### src/rtl/controller_sequencer.sv
// SAP-1 controller-sequencer: six-state one-hot ring counter clocked on the falling
// edge, with a halt flag, plus a combinational decode of (T, opcode, halt) into the control word.
module controller_sequencer (
  input  logic       CLK,
  input  logic       CLR,
  input  logic [3:0] opcode,
  output logic [5:0] T,
  output logic       Cp,
  output logic       Ep,
  output logic       Lm,
  output logic       CE,
  output logic       Li,
  output logic       Ei,
  output logic       La,
  output logic       Ea,
  output logic       Su,
  output logic       Eu,
  output logic       Lb,
  output logic       Lo,
  output logic       HLT
);

  localparam int unsigned NUM_STATES = 6;
  localparam int unsigned OP_W       = 4;

  localparam logic [NUM_STATES-1:0] T1 = 6'b000001;
  localparam logic [NUM_STATES-1:0] T2 = 6'b000010;
  localparam logic [NUM_STATES-1:0] T3 = 6'b000100;
  localparam logic [NUM_STATES-1:0] T4 = 6'b001000;
  localparam logic [NUM_STATES-1:0] T5 = 6'b010000;
  localparam logic [NUM_STATES-1:0] T6 = 6'b100000;

  localparam logic [OP_W-1:0] OP_LDA = 4'b0000;
  localparam logic [OP_W-1:0] OP_ADD = 4'b0001;
  localparam logic [OP_W-1:0] OP_SUB = 4'b0010;
  localparam logic [OP_W-1:0] OP_OUT = 4'b1110;
  localparam logic [OP_W-1:0] OP_HLT = 4'b1111;

  logic [NUM_STATES-1:0] ring;
  logic                  halted;

  // Ring advances on the falling edge so the decode settles before the rising capture edge.
  always_ff @(negedge CLK or posedge CLR) begin
    if (CLR) begin
      ring   <= T1;
      halted <= 1'b0;
    end else if (!halted) begin
      if (!$onehot(ring)) begin
        ring <= T1;
      end else if (ring == T4 && opcode == OP_HLT) begin
        halted <= 1'b1;
      end else begin
        ring <= {ring[NUM_STATES-2:0], ring[NUM_STATES-1]};
      end
    end
  end

  assign T = ring;

  // Control word decode; an illegal (non one-hot) ring falls into the default and asserts nothing.
  always_comb begin
    Cp  = 1'b0;
    Ep  = 1'b0;
    Lm  = 1'b0;
    CE  = 1'b0;
    Li  = 1'b0;
    Ei  = 1'b0;
    La  = 1'b0;
    Ea  = 1'b0;
    Su  = 1'b0;
    Eu  = 1'b0;
    Lb  = 1'b0;
    Lo  = 1'b0;
    HLT = 1'b0;
    if (halted) begin
      HLT = 1'b1;
    end else begin
      case (ring)
        T1: begin
          Ep = 1'b1;
          Lm = 1'b1;
        end
        T2: Cp = 1'b1;
        T3: begin
          CE = 1'b1;
          Li = 1'b1;
        end
        T4: begin
          case (opcode)
            OP_LDA, OP_ADD, OP_SUB: begin
              Ei = 1'b1;
              Lm = 1'b1;
            end
            OP_OUT: begin
              Ea = 1'b1;
              Lo = 1'b1;
            end
            OP_HLT:  HLT = 1'b1;
            default: ;
          endcase
        end
        T5: begin
          case (opcode)
            OP_LDA: begin
              CE = 1'b1;
              La = 1'b1;
            end
            OP_ADD, OP_SUB: begin
              CE = 1'b1;
              Lb = 1'b1;
            end
            default: ;
          endcase
        end
        T6: begin
          case (opcode)
            OP_ADD: begin
              Eu = 1'b1;
              La = 1'b1;
            end
            OP_SUB: begin
              Su = 1'b1;
              Eu = 1'b1;
              La = 1'b1;
            end
            default: ;
          endcase
        end
        default: ;
      endcase
    end
  end

endmodule
### config.mk
export PLATFORM = sky130hd
export DESIGN_NAME = controller_sequencer
export DESIGN_NICKNAME = d
export VERILOG_FILES = /design/src/rtl/controller_sequencer.sv
export SDC_FILE = /design/constraint.sdc
export NUM_CORES = 1
export LEC_CHECK = 0
export ABC_AREA = 1
export CELL_PAD_IN_SITES_DETAIL_PLACEMENT = 1
export CELL_PAD_IN_SITES_GLOBAL_PLACEMENT = 2
export CORE_ASPECT_RATIO = 1.2
export CORE_MARGIN = 5
export CORE_UTILIZATION = 25
export CTS_CLUSTER_SIZE = 24
export DETAILED_ROUTE_END_ITERATION = 8
export PLACE_DENSITY = 0.8
export RECOVER_POWER = 25
export SLEW_MARGIN = 0
export SYNTH_ARGS = -nofsm -noshare
export SYNTH_HDL_FRONTEND = slang
export SYNTH_SLANG_ARGS = --single-unit
export TNS_END_PERCENT = 20
### constraint.sdc
create_clock -name CLK -period 4.85 [get_ports CLK]
set_input_delay 0.97 -clock CLK [delete_from_list [all_inputs] [get_ports CLK]]
set_output_delay 0.97 -clock CLK [all_outputs]
set_load 0.01 [all_outputs]
==> reports/summary.txt <==
GRT overflow -> 0
die area -> 3880 µm²
initial core utilization -> 26.5%
setup violators final -> 11
first-pass GRT wire length -> 3720 µm
worst r2r src -> T[3]
critical path cell sequence -> inv_2, ha_4, nand3_2, nor2_4, inv_2, o22ai_2, buf_2
top-area cell type share of the netlist area -> 22.0%
YS warnings -> 0
via count -> 753
final worst slack -> -69.2 ps
Placer Congestion -> 0.785
vias in the first global route -> 845
Async S/R FF share, synth -> 100%
Switching Share -> 24.3%
Clock transition at path regs -> 40 ps
IO Count -> 25
drt drc -> 0
Max-cap violations -> 0
syn avg cell area -> 7.75 µm²
Register-to-Register Path Depth -> 13
drt total wl -> 2220 µm
GRT Total Usage -> 12.2%
worst skew pair latency -> 320 ps
core area -> 2580 µm²
status -> complete, but fails checks
Die X -> 57.7 µm
maximum VDD drop -> 94.4 µV
Power Internal -> 0.0959 mW
crit-path most repeated cell -> inv_2
syn_nets -> 101
Detail Placement HPWL -> 1780 µm
Post-synth EDFFs -> 0
Pleak -> 0.559 nW
slowest CP cell -> dfstp_2
clk buf depth -> 2
Worst Setup End Kind -> primary output
Crit path max-delay family -> flip-flops
Slew Viols, Final -> 0
htree depth -> 1
clock share of power -> 46.7%
WHS Path Cells -> 3
Least-Margin Pin Slew -> 356 ps
largest net degree at the start of global routing -> 9
post-synthesis cell type count -> 23
Nets -> 146
Worst Hold Class -> flop to flop
drt pass-1 iters -> 2
Hold Buf Count CTS -> 0
P_sw -> 0.0308 mW
top-count cell post-synth -> nand2_1
Setup Crit Path Kind -> flop to primary output
fraction of layout instances using a drive strength above 1 -> 47.0%
top post-synthesis cells by area -> dfrtn_1 22%, nand2_1 9.9%, fa_1 8.8%
Synth Register Bits -> 7
worst path bufs/invs -> 3
required time of the critical path -> 3880 ps
Worst EP arrival -> 3950 ps
Clock Sinks -> 7
worst r2r dst -> T[2]
# rows -> 20
post-synth top area cell -> dfrtn_1
Seq/Total Area, Yosys -> 25.9%
vias per cell -> 4.56
Largest stage delay, worst path -> 550 ps
RSZ-0062 raised after global routing -> true
smallest hold slack -> 549 ps
Power Density -> 112 nW/µm²
Gate Count Post-Synth -> 88
leading cell types by count after synthesis -> 18 x nand2_1, 10 x inv_1, 8 x nor2_1
Comb power frac -> 6.9%
CTS tree -> yes
initial DRC count -> 8
Mapped Area -> 682 µm²
ys flop type -> dfrtn_1
slew margin rel. -> 76.3%
reg-to-reg setup timing slack -> 1570 ps
initial antenna violation count -> 0
maximum fanout along the worst path -> 3
Startpoint Class -> flop
HP Start -> T[1]
setup_tns -> -392 ps
Die Span Y -> 67.2 µm
# diodes -> 0
Final ANT Viol Nets -> 0
DR WL/cell -> 13.4 µm
Hold Vio Cnt, Final -> 0
failing checks -> setup timing
CTS Buf Count -> 3
I/O Buffers -> 24
Flop pwr share -> 46.4%
Hold Path Sink -> T[1]
area grow syn2layout -> 66.4%
clock root buffer -> clkbuf_4
Final Skew -> 51.3 ps
-- worst max path at each step --
stage	startpoint	end	depth (start not counted)
2_1_floorplan	T[1]	Lo	7
3_3_place_gp	T[0]	Su	7
3_5_place_dp	T[0]	Su	7
4_1_cts	T[0]	CE	7
5_1_grt	T[0]	CE	7
6_report	T[0]	Lm	7
-- flip-flops by register name, summed over array words and instances, names as in the netlist --
register,count
T,6
halted,1
-- through the flow --
stage	cell area, µm²	util, %	worst slack [ps]	power [mW]	cells
after global placement	1080	41.8	-217	0.0709	160
after floorplan	687	-	85.5	0.0656	88
after CTS	1100	42.5	-71.6	0.128	164
final	1130	44.0	-69.2	0.127	165
after detailed placement	1080	41.8	-258	0.0709	160
after global routing	1130	44.0	-136	0.131	165
-- final cells by class --
cell class / instances / area, µm²
Timing Repair Buffer: 42 / 327
Clock buffer: 4 / 26.3
Tap cell: 33 / 41.3
Sequential cell: 7 / 176
Multi-Input combinational cell: 63 / 504
Inverter: 15 / 56.3
Clock inverter: 1 / 3.75
Fill cell: 329 / 1440
-- layout by cell type (no fill, tap or decap), drive strengths merged, types with 3 or more instances in the layout --
master and count:
buf 30, nand2 22, inv 16, nor2 11
nand3 8, nand4 7, clkdlybuf4s50 7, dfrtn 6
clkbuf 4, ha 4, fa 3
-- power by group through the flow --
stage,logic (mW),registers (mW),clock network [mW]
after detailed placement,0.00863,0.0597,0.00258
final,0.00870,0.0588,0.0591
after floorplan,0.00336,0.0597,0.00258
after global placement,0.00858,0.0597,0.00258
after global routing,0.00960,0.0588,0.0631
after CTS,0.00880,0.0588,0.0604
-- cell families (layout without fill, tap and decap cells) --
kind of cell / count (synthesis) / in the layout / share of synthesized area (%)
simple gates: 53 / 53 / 43.9
buf+inv: 18 / 62 / 11.6
fa+ha+maj: 7 / 7 / 16.1
flops: 7 / 7 / 25.9
compound gates: 3 / 3 / 2.57
-- tightest hold or removal path: cells and delay by family, from the launching register on --
kind          cells  cell delay [ps]
flops             1              400
buf+inv           1              130
simple gates      2              100
-- per-layer routing --
| metal | share of wire [%] | vias to the layer above | track usage [%] |
|---|---|---|---|
| li1 | - | 371 | - |
| met1 | 38 | 351 | 12.7 |
| met2 | 52 | 26 | 22.7 |
| met3 | 7.6 | 5 | 3.25 |
| met4 | 2.1 | 0 | 5.22 |
| met5 | 0 | - | 0 |
-- timing repair --
item / 4_1_cts / 5_1_grt
endpoints found under the hold margin: 0 / 0
gates resized for setup: 65 / 6
pin swaps: 11 / 3
setup endpoints to repair: 15 / 14
buffers inserted: 0 / 1
Power figures use the tool's default switching activity.
